===== src/rtl/n101_subsys_icb_arb2_pkg.sv =====
// Shared constants and types for the two-master ICB command arbiter.
package n101_subsys_icb_arb2_pkg;

   localparam int N101_ADDR_SIZE = 32;
   localparam int N101_XLEN      = 32;

   // Master IDs as recorded in the response-routing FIFO.
   localparam logic ARB_ID_M0 = 1'b0;
   localparam logic ARB_ID_M1 = 1'b1;

   // Bundle of command fields so the grant mux stays a single select.
   typedef struct packed {
      logic [N101_ADDR_SIZE-1:0] addr;
      logic                      read;
      logic [N101_XLEN-1:0]      wdata;
      logic [N101_XLEN/8-1:0]    wmask;
      logic                      lock;
      logic                      excl;
      logic [1:0]                size;
   } icb_cmd_t;

endpackage


===== src/rtl/n101_subsys_arb_idfifo.sv =====
// In-order 1-bit master-ID FIFO; full/empty flags, no bypass in either direction.
module n101_subsys_arb_idfifo #(
   parameter int OUTS_DEPTH = 2,
   parameter int OUTS_PTR_W = $clog2(OUTS_DEPTH) + 1
) (
   input  logic clk,
   input  logic rst,
   input  logic push,
   input  logic push_id,
   input  logic pop,
   output logic pop_id,
   output logic full,
   output logic empty
);

   // A depth of 1 gives a zero-width index; keep at least one index bit.
   localparam int IDX_W = (OUTS_PTR_W > 1) ? (OUTS_PTR_W - 1) : 1;

   logic             mem [OUTS_DEPTH];
   logic [IDX_W:0]   wr_ptr;
   logic [IDX_W:0]   rd_ptr;
   logic             push_en;
   logic             pop_en;

   // Advance a {wrap, index} pointer, wrapping the index at OUTS_DEPTH.
   function automatic logic [IDX_W:0] ptr_inc(input logic [IDX_W:0] p);
      if (p[IDX_W-1:0] == IDX_W'(OUTS_DEPTH - 1))
         return {~p[IDX_W], {IDX_W{1'b0}}};
      else
         return p + {{IDX_W{1'b0}}, 1'b1};
   endfunction

   assign empty   = (wr_ptr == rd_ptr);
   assign full    = (wr_ptr[IDX_W] != rd_ptr[IDX_W]) &&
                    (wr_ptr[IDX_W-1:0] == rd_ptr[IDX_W-1:0]);
   assign push_en = push & ~full;
   assign pop_en  = pop & ~empty;
   assign pop_id  = mem[rd_ptr[IDX_W-1:0]];

   // Storage write; contents need no reset since empty gates every read.
   always_ff @(posedge clk) begin
      if (push_en)
         mem[wr_ptr[IDX_W-1:0]] <= push_id;
   end

   // Pointer update; simultaneous push and pop both take effect.
   always_ff @(posedge clk) begin
      if (rst) begin
         wr_ptr <= '0;
         rd_ptr <= '0;
      end else begin
         if (push_en) wr_ptr <= ptr_inc(wr_ptr);
         if (pop_en)  rd_ptr <= ptr_inc(rd_ptr);
      end
   end

endmodule


===== src/rtl/n101_subsys_icb_arb2.sv =====
// Two-master ICB arbiter: round-robin with bus-lock hold, in-order response routing.
module n101_subsys_icb_arb2
   import n101_subsys_icb_arb2_pkg::*;
#(
   parameter int OUTS_DEPTH = 2,
   parameter int OUTS_PTR_W = $clog2(OUTS_DEPTH) + 1
) (
   input  logic                      clk,
   input  logic                      rst,
   // master 0
   input  logic                      m0_icb_cmd_valid,
   output logic                      m0_icb_cmd_ready,
   input  logic [N101_ADDR_SIZE-1:0] m0_icb_cmd_addr,
   input  logic                      m0_icb_cmd_read,
   input  logic [N101_XLEN-1:0]      m0_icb_cmd_wdata,
   input  logic [N101_XLEN/8-1:0]    m0_icb_cmd_wmask,
   input  logic                      m0_icb_cmd_lock,
   input  logic                      m0_icb_cmd_excl,
   input  logic [1:0]                m0_icb_cmd_size,
   output logic                      m0_icb_rsp_valid,
   input  logic                      m0_icb_rsp_ready,
   output logic                      m0_icb_rsp_err,
   output logic                      m0_icb_rsp_excl_ok,
   output logic [N101_XLEN-1:0]      m0_icb_rsp_rdata,
   // master 1
   input  logic                      m1_icb_cmd_valid,
   output logic                      m1_icb_cmd_ready,
   input  logic [N101_ADDR_SIZE-1:0] m1_icb_cmd_addr,
   input  logic                      m1_icb_cmd_read,
   input  logic [N101_XLEN-1:0]      m1_icb_cmd_wdata,
   input  logic [N101_XLEN/8-1:0]    m1_icb_cmd_wmask,
   input  logic                      m1_icb_cmd_lock,
   input  logic                      m1_icb_cmd_excl,
   input  logic [1:0]                m1_icb_cmd_size,
   output logic                      m1_icb_rsp_valid,
   input  logic                      m1_icb_rsp_ready,
   output logic                      m1_icb_rsp_err,
   output logic                      m1_icb_rsp_excl_ok,
   output logic [N101_XLEN-1:0]      m1_icb_rsp_rdata,
   // downstream slave port
   output logic                      o_icb_cmd_valid,
   input  logic                      o_icb_cmd_ready,
   output logic [N101_ADDR_SIZE-1:0] o_icb_cmd_addr,
   output logic                      o_icb_cmd_read,
   output logic [N101_XLEN-1:0]      o_icb_cmd_wdata,
   output logic [N101_XLEN/8-1:0]    o_icb_cmd_wmask,
   output logic                      o_icb_cmd_lock,
   output logic                      o_icb_cmd_excl,
   output logic [1:0]                o_icb_cmd_size,
   input  logic                      o_icb_rsp_valid,
   output logic                      o_icb_rsp_ready,
   input  logic                      o_icb_rsp_err,
   input  logic                      o_icb_rsp_excl_ok,
   input  logic [N101_XLEN-1:0]      o_icb_rsp_rdata
);

   logic     rr_ptr;
   logic     lock_vld;
   logic     lock_id;
   // hold_* remembers a granted-but-unaccepted command so the grant cannot move.
   logic     hold_vld;
   logic     hold_id;

   logic     grant;
   logic     gnt_valid;
   logic     accept;
   logic     fifo_full;
   logic     fifo_empty;
   logic     head_id;
   logic     rsp_pop;
   icb_cmd_t m0_cmd;
   icb_cmd_t m1_cmd;
   icb_cmd_t gnt_cmd;

   assign m0_cmd = '{addr: m0_icb_cmd_addr, read: m0_icb_cmd_read,
                     wdata: m0_icb_cmd_wdata, wmask: m0_icb_cmd_wmask,
                     lock: m0_icb_cmd_lock, excl: m0_icb_cmd_excl,
                     size: m0_icb_cmd_size};
   assign m1_cmd = '{addr: m1_icb_cmd_addr, read: m1_icb_cmd_read,
                     wdata: m1_icb_cmd_wdata, wmask: m1_icb_cmd_wmask,
                     lock: m1_icb_cmd_lock, excl: m1_icb_cmd_excl,
                     size: m1_icb_cmd_size};

   // Grant priority: bus lock, then a stalled grant, then round-robin / sole requester.
   always_comb begin
      grant = rr_ptr;
      if (lock_vld)
         grant = lock_id;
      else if (hold_vld)
         grant = hold_id;
      else if (m0_icb_cmd_valid && m1_icb_cmd_valid)
         grant = rr_ptr;
      else if (m0_icb_cmd_valid)
         grant = ARB_ID_M0;
      else if (m1_icb_cmd_valid)
         grant = ARB_ID_M1;
   end

   assign gnt_valid = (grant == ARB_ID_M1) ? m1_icb_cmd_valid : m0_icb_cmd_valid;
   assign gnt_cmd   = (grant == ARB_ID_M1) ? m1_cmd : m0_cmd;

   assign o_icb_cmd_valid  = gnt_valid & ~fifo_full;
   assign accept           = o_icb_cmd_valid & o_icb_cmd_ready;
   assign m0_icb_cmd_ready = (grant == ARB_ID_M0) & o_icb_cmd_ready & ~fifo_full;
   assign m1_icb_cmd_ready = (grant == ARB_ID_M1) & o_icb_cmd_ready & ~fifo_full;

   assign o_icb_cmd_addr  = gnt_cmd.addr;
   assign o_icb_cmd_read  = gnt_cmd.read;
   assign o_icb_cmd_wdata = gnt_cmd.wdata;
   assign o_icb_cmd_wmask = gnt_cmd.wmask;
   assign o_icb_cmd_lock  = gnt_cmd.lock;
   assign o_icb_cmd_excl  = gnt_cmd.excl;
   assign o_icb_cmd_size  = gnt_cmd.size;

   // Arbitration state: round-robin pointer moves and lock opens/closes only on accept.
   always_ff @(posedge clk) begin
      if (rst) begin
         rr_ptr   <= ARB_ID_M0;
         lock_vld <= 1'b0;
         lock_id  <= ARB_ID_M0;
         hold_vld <= 1'b0;
         hold_id  <= ARB_ID_M0;
      end else begin
         hold_vld <= gnt_valid & ~accept;
         hold_id  <= grant;
         if (accept) begin
            if (gnt_cmd.lock) begin
               lock_vld <= 1'b1;
               lock_id  <= grant;
               if (!lock_vld) rr_ptr <= ~grant;
            end else if (lock_vld) begin
               lock_vld <= 1'b0;
               rr_ptr   <= ~lock_id;
            end else begin
               rr_ptr   <= ~grant;
            end
         end
      end
   end

   n101_subsys_arb_idfifo #(
      .OUTS_DEPTH (OUTS_DEPTH),
      .OUTS_PTR_W (OUTS_PTR_W)
   ) u_idfifo (
      .clk     (clk),
      .rst     (rst),
      .push    (accept),
      .push_id (grant),
      .pop     (rsp_pop),
      .pop_id  (head_id),
      .full    (fifo_full),
      .empty   (fifo_empty)
   );

   // Responses return to the master recorded at the FIFO head; empty back-pressures.
   assign m0_icb_rsp_valid = o_icb_rsp_valid & ~fifo_empty & (head_id == ARB_ID_M0);
   assign m1_icb_rsp_valid = o_icb_rsp_valid & ~fifo_empty & (head_id == ARB_ID_M1);
   assign o_icb_rsp_ready  = ((head_id == ARB_ID_M1) ? m1_icb_rsp_ready : m0_icb_rsp_ready)
                             & ~fifo_empty;
   assign rsp_pop          = o_icb_rsp_valid & o_icb_rsp_ready;

   assign m0_icb_rsp_err     = o_icb_rsp_err;
   assign m0_icb_rsp_excl_ok = o_icb_rsp_excl_ok;
   assign m0_icb_rsp_rdata   = o_icb_rsp_rdata;
   assign m1_icb_rsp_err     = o_icb_rsp_err;
   assign m1_icb_rsp_excl_ok = o_icb_rsp_excl_ok;
   assign m1_icb_rsp_rdata   = o_icb_rsp_rdata;

endmodule


===== config.mk =====
export PLATFORM = sky130hd
export DESIGN_NAME = n101_subsys_icb_arb2
export DESIGN_NICKNAME = d
export VERILOG_FILES = /design/src/rtl/n101_subsys_icb_arb2_pkg.sv /design/src/rtl/n101_subsys_arb_idfifo.sv /design/src/rtl/n101_subsys_icb_arb2.sv
export SDC_FILE = /design/constraint.sdc
export NUM_CORES = 1
export LEC_CHECK = 0
export CAP_MARGIN = 20
export CORE_AREA = 5 5 126 128
export DETAILED_ROUTE_END_ITERATION = 8
export DIE_AREA = 0 0 131 133
export GPL_ROUTABILITY_DRIVEN = 0
export GPL_TIMING_DRIVEN = 0
export MAX_ROUTING_LAYER = met4
export PLACE_DENSITY = 0.6
export SLEW_MARGIN = 40
export SYNTH_ARGS = -nofsm -noshare
export SYNTH_HDL_FRONTEND = slang
export SYNTH_SLANG_ARGS = --single-unit

===== constraint.sdc =====
create_clock -name clk -period 2.2 [get_ports clk]
set_clock_uncertainty 0.2 [all_clocks]
set_input_delay 0.44 -clock clk [delete_from_list [all_inputs] [get_ports clk]]
set_output_delay 0.44 -clock clk [all_outputs]
set_load 0.01 [all_outputs]

==> flow_summary.yaml, run 1 <==
sta:
  fmax_mhz: 389
  tightest_slew_ns: 0.444
  finalSetupViolCount: 75
  fin_crit_ns: 2.57
  worst_slack_ns: -0.370
  max_slew_margin_pct: 70.4
  fin_crit_sh_pct: 117
  rsz0062_at_grt: "true"
  slew_violations: 0
  hold_violations: 0
synthesis:
  synth.net_count: 416
  synthFlopType: "dfxtp_1"
  synthArstFlopShare_pct: 0
  synth.distinct_cells: 40
  synth_top_area_cell: "buf_4"
  synthCells: 228
  synthTopCellsByArea: "buf_4 (25%), mux2_2 (24%), mux2_4 (14%)"
  ys_seq_elements: 12
  avgSynthCellArea_um2: 9.77
  synth_top_area_share_pct: 24.6
  synth_edf_count: 2
  ys_seq_area_share_pct: 11.7
  synth_area_um2: 2230
  yosysWarnings: 0
critical_path:
  cp.arrival_ns: 1.93
  r2r_cells: 9
  cp.required_ns: 1.56
  setup.worst_path.class: "reg2out"
  worstSetupEndpointType: "primary output"
  startpoint_type: "flip-flop"
  path_max_fanout: 6
outcome:
  outcome: "finished, violations left"
  violations: "negative setup slack"
drt:
  wl_um: 14600
  drtAntennaViolNets: 0
  viasPerCell: 3.86
  dr_total_vias: 2891
  drt_first_iter_violations: 82
  dr.pass1.iters: 4
  wl_per_cell_um: 19.5
  drc: 0
clock_network:
  cts_tree: "yes"
  cts.sinks: 12
  clk_path_buf_depth: 2
  htreeDepth: 1
  insertion_delay_ns: 0.24
  holdBufCountCts: 0
  clk_pin_slew_ns: 0.04
  cts_root_buf: "clkbuf_16"
  cts_made_buffers: 3
die:
  initial_core_util_pct: 15.1
  core_area_um2: 14800
  dieArea_um2: 17400
  io-pin-count: 335
  rows: 45
  die_h_um: 133
  die-width_um: 131
grt:
  globalRouteOverflowTotal: 0
  grt_pass1_wl_um: 20000
  grt_max_degree: 11
  grt_pass1_vias: 3131
  track_usage_pct: 15.7
  antenna_found_initial: 1
placed_design:
  io_buffers: 300
  post-place-ws_ns: -1.19
  placed_area_um2: 5470
  hpwl_um: 12800
hold_path:
  hold_path_class: "reg2reg"
  hold_path_depth: 2
final_layout:
  final_cell_mix: "clkdlybuf4s50_1 (219), buf_4 (83), buf_6 (65)"
  nets: 747
  drive_above_1_share_pct: 49.3
  num-fill-cells: 1478
  syn_to_final_growth_pct: 169
  fin_util_pct: 40.7
  final_common_cell: "clkdlybuf4s50_1"
  finish.instance_area_um2: 6000
power_and_ir_drop:
  p_leak_nw: 2.76
  p_per_area_nw_per_um2: 401
  peakVddDrop_uv: 223
run:
  drv_cap: 0
## worst max-delay path, stage by stage (launching register included)
cell     delay [ns]
dfxtp_1        0.32
and3b_2        0.23
a21o_4         0.21
nor2_8         0.13
buf_12         0.15
buf_12         0.10
buf_12         0.11
mux2_4         0.31
buf_6          0.13
## final timing paths
| check | from | slack, ns | end |
|---|---|---|---|
| setup / recovery | hold_id | -0.37 | o_icb_cmd_addr[4] |
| hold / removal | u_idfifo.wr_ptr[0] | 0.33 | u_idfifo.wr_ptr[0] |
| setup reg to reg | lock_vld | 0.29 | lock_id |
| hold reg to reg | u_idfifo.wr_ptr[0] | 0.33 | u_idfifo.wr_ptr[0] |
## state kept, by name, summed over array words and instances (netlist names), named ones only
name,flops
lock_vld,1
u_idfifo.rd_ptr,2
u_idfifo.wr_ptr,2
hold_id,1
lock_id,1
u_idfifo.mem,2
rr_ptr,1
hold_vld,1
## power by group
| part | switching, W | internal (W) |
|---|---|---|
| Sequential | 0.0000153 | 0.000244 |
| Clock | 0.0000982 | 0.000240 |
| Combinational | 0.000636 | 0.00117 |
| Total | 0.000749 | 0.00166 |
## repair_timing
item | in CTS | in global routing
gates resized for setup | 458 | 16
setup endpoints to repair | 81 | 76
setup buffers | 24 | 7
pin swaps | 6 | 3
cloned | 3 | 0
## layer usage
metal,share of wire [%],GRT usage (%),up-vias
li1,-,-,1400
met1,38,19.1,1330
met2,49,25.8,157
met3,12,5.69,4
met4,0.62,1.20,0
met5,0,-,-
## kinds of logic after synthesis
group                     after synthesis  synth area share [%]
AOI/OAI and AO/OA                      24                  8.20
xor gates and xnor gates                3                  1.52
buffers and inverters                  84                  28.8
DFF                                    12                  11.7
muxes                                  78                  42.8
and+or+nand+nor                        27                  7.08
## cell usage after synthesis, types with 2 or more instances
| master | number |
|---|---|
| mux2_1 | 5 |
| buf_4 | 73 |
| mux2_2 | 48 |
| buf_12 | 2 |
| nor2_1 | 12 |
| o21ai_0 | 3 |
| nor2b_1 | 4 |
| mux2_4 | 21 |
| a311oi_1 | 3 |
| nand3_1 | 2 |
| mux2i_1 | 4 |
| nand2_1 | 2 |
| o31ai_1 | 2 |
| dfxtp_1 | 10 |
| inv_1 | 6 |
| edfxtp_1 | 2 |
| a21oi_1 | 6 |
## layout make-up
type                    count  area, µm²  area share [%]
flip-flops and latches     12        264            4.40
clock buffers               3       75.1            1.25
multi-input cells         132       1500            25.0
repair buffers            330       3290            54.9
diodes                      2       5.00          0.0834
inverters                   6       25.0           0.417
clock inverters             1       3.75          0.0626
well taps                 188        235            3.92
plain buffers              74        601            10.0
## per-stage QoR
| step | std cells | power (W) | TNS, ns | hold WS, ns |
|---|---|---|---|---|
| after floorplan | 228 | 0.000957 | -0.136 | 0.290 |
| after global placement | 716 | 0.00183 | -84.56 | 0.311 |
| after detailed placement | 716 | 0.00183 | -84.65 | 0.335 |
| after CTS | 747 | 0.00247 | -33.67 | 0.337 |
| after global routing | 748 | 0.00252 | -28.05 | 0.358 |
| final | 748 | 0.00240 | -23.19 | 0.335 |
Power figures use the tool's default switching activity.
==> run 2, diff against run 1 <==
--- a/config.mk
+++ b/config.mk
@@ -11,8 +11,10 @@
 export DIE_AREA = 0 0 131 133
 export GPL_ROUTABILITY_DRIVEN = 0
 export GPL_TIMING_DRIVEN = 0
+export HOLD_SLACK_MARGIN = 0.15
 export MAX_ROUTING_LAYER = met4
 export PLACE_DENSITY = 0.6
+export RECOVER_POWER = 50
 export SLEW_MARGIN = 40
 export SYNTH_ARGS = -nofsm -noshare
 export SYNTH_HDL_FRONTEND = slang
==> flow_summary.yaml, run 2 (same netlist as run 1, synthesis figures left out) <==
outcome:
  outcome: "finished, violations left"
  violations: "negative setup slack"
die:
  die_h_um: 133
  die-width_um: 131
  io-pin-count: 335
  initial_core_util_pct: 15.1
  dieArea_um2: 17400
  core_area_um2: 14800
  rows: 45
sta:
  rsz0062_at_grt: "true"
  hold_violations: 0
  tightest_slew_ns: 0.453
  fin_crit_ns: 2.57
  slew_violations: 0
  max_slew_margin_pct: 69.8
  worst_slack_ns: -0.371
  timing.hold.ws_ns: 0.332
  fmax_mhz: 389
  finalSetupViolCount: 75
  fin_crit_sh_pct: 117
power_and_ir_drop:
  sw_frac_of_total_pct: 31.3
  p_per_area_nw_per_um2: 398
  comb_power_share_pct: 75.0
  clkPwrFrac_pct: 14.1
  p_total_w: 0.00239
  switchingPower_w: 0.000748
  seq_power_share_pct: 10.9
  p_leak_nw: 2.77
  peakVddDrop_uv: 222
  internal_power_w: 0.00164
clock_network:
  insertion_delay_ns: 0.24
  clk_path_buf_depth: 2
  cts.sinks: 12
  clk_pin_slew_ns: 0.04
  cts_tree: "yes"
  holdBufCountCts: 0
  cts_made_buffers: 3
  htreeDepth: 1
  cts_root_buf: "clkbuf_16"
final_layout:
  nets: 747
  drive_above_1_share_pct: 49.1
  final_cell_mix: "clkdlybuf4s50_1 (179), buf_4 (82), buf_6 (65)"
  num-fill-cells: 1478
  final_common_cell: "clkdlybuf4s50_1"
  regArea_um2: 264
  multi_input_area_um2: 1500
  syn_to_final_growth_pct: 169
critical_path:
  r2r_slack_ns: 0.29
  r2r-start: "lock_vld"
  cp.required_ns: 1.56
  startpoint_type: "flip-flop"
  worst-path-buf-inv: 4
  crit_path_cell_trace: "and3b_2 -> a21o_4 -> nor2_8 -> buf_12 -> buf_12 -> buf_12 -> mux2_4 -> buf_6"
  max_stage_delay_ns: 0.33
  timing.critical_path.mode_cell: "buf_12"
  setup.worst_path.class: "reg2out"
  critPathLaunch: "hold_vld"
  reg2reg_to: "lock_id"
  cp.arrival_ns: 1.93
  crit_path_top_delay_cell: "dfxtp_2"
  cpLargestDelayFamily: "buffers and inverters"
  cp.depth: 8
  r2r_cells: 9
  path_max_fanout: 6
  worstSetupEndpointType: "primary output"
grt:
  grt_pass1_vias: 3131
  globalRouteOverflowTotal: 0
  grt_pass1_wl_um: 20000
  antenna_found_initial: 1
  grt_max_degree: 11
  track_usage_pct: 15.7
drt:
  drt_first_iter_violations: 58
  dr_total_vias: 2887
  drc: 0
  wl_um: 14600
  wl_per_cell_um: 19.5
  drtAntennaViolNets: 0
  dr.pass1.iters: 4
  viasPerCell: 3.86
hold_path:
  hold_path_depth: 2
  hold_path_class: "reg2reg"
  min_to: "u_idfifo.wr_ptr[0]"
  min-delay-start: "u_idfifo.wr_ptr[0]"
placed_design:
  hpwl_um: 12800
  io_buffers: 300
run:
  drv_cap: 0
-- run 2: changes by cell type in the layout (fill, tap and decap cells not counted), sizes merged --
cell | previous run | this run
buf | 179 | 178
clkbuf | 4 | 5
clkdlybuf4s50 | 219 | 179
dlygate4sd3 | 0 | 40
-- run 2: tightest hold or removal path: stages, from the launching register on --
cell and delay, ns:
dfxtp_1 0.33, o21ai_0 0.08, a21oi_1 0.06
-- run 2: area by class of cell --
| cell class | count | area share [%] |
|---|---|---|
| Tap cell | 188 | 3.92 |
| Clock buffer | 3 | 1.25 |
| Sequential cell | 12 | 4.40 |
| Buffer | 74 | 10.0 |
| Clock inverter | 1 | 0.0626 |
| Multi-Input combinational cell | 132 | 25.0 |
| Antenna cell | 2 | 0.0835 |
| Inverter | 6 | 0.417 |
| Timing Repair Buffer | 330 | 54.9 |
-- run 2: how the worst max path moves through the flow --
stage	endpoint	slack (ns)
after floorplan	o_icb_cmd_addr[17]	-0.03
after global placement	o_icb_cmd_addr[18]	-1.18
after CTS	o_icb_cmd_wdata[2]	-0.53
after global routing	o_icb_cmd_wdata[16]	-0.43
after detailed placement	o_icb_cmd_addr[21]	-1.19
final	o_icb_cmd_addr[4]	-0.37
-- run 2: per-stage QoR --
| stage | TNS [ns] | utilization, % | instance area, µm² | setup WS [ns] | std cells |
|---|---|---|---|---|---|
| final | -23.23 | 40.6 | 5990 | -0.371 | 748 |
| after floorplan | -0.136 | - | 2230 | -0.0339 | 228 |
| after global routing | -28.05 | 40.6 | 5990 | -0.431 | 748 |
| after CTS | -33.67 | 41.1 | 6060 | -0.526 | 747 |
| after global placement | -84.56 | 37.0 | 5470 | -1.18 | 716 |
| after detailed placement | -84.65 | 37.0 | 5470 | -1.19 | 716 |
-- run 2: power groups by stage --
stage | clock, W | combinational (W) | sequential [W]
6_report | 0.000338 | 0.00179 | 0.000259
3_5_place_dp | 0 | 0.00157 | 0.000260
3_3_place_gp | 0 | 0.00157 | 0.000259
2_1_floorplan | 0 | 0.000700 | 0.000257
4_1_cts | 0.000338 | 0.00187 | 0.000258
5_1_grt | 0.000353 | 0.00189 | 0.000262
-- run 2: per-layer routing --
layer,GRT usage [%],part of all wire [%],vias to the layer above
met5,-,0,-
met4,1.20,0.62,0
met3,5.69,12,4
met2,25.8,49,159
met1,19.1,38,1325
li1,-,-,1399
-- run 2: what timing repair did --
item | in CTS | in global routing
gates resized for setup | 458 | 16
gates cloned | 3 | 0
setup endpoints to repair | 81 | 76
buffers inserted | 24 | 7
pin swaps | 6 | 3
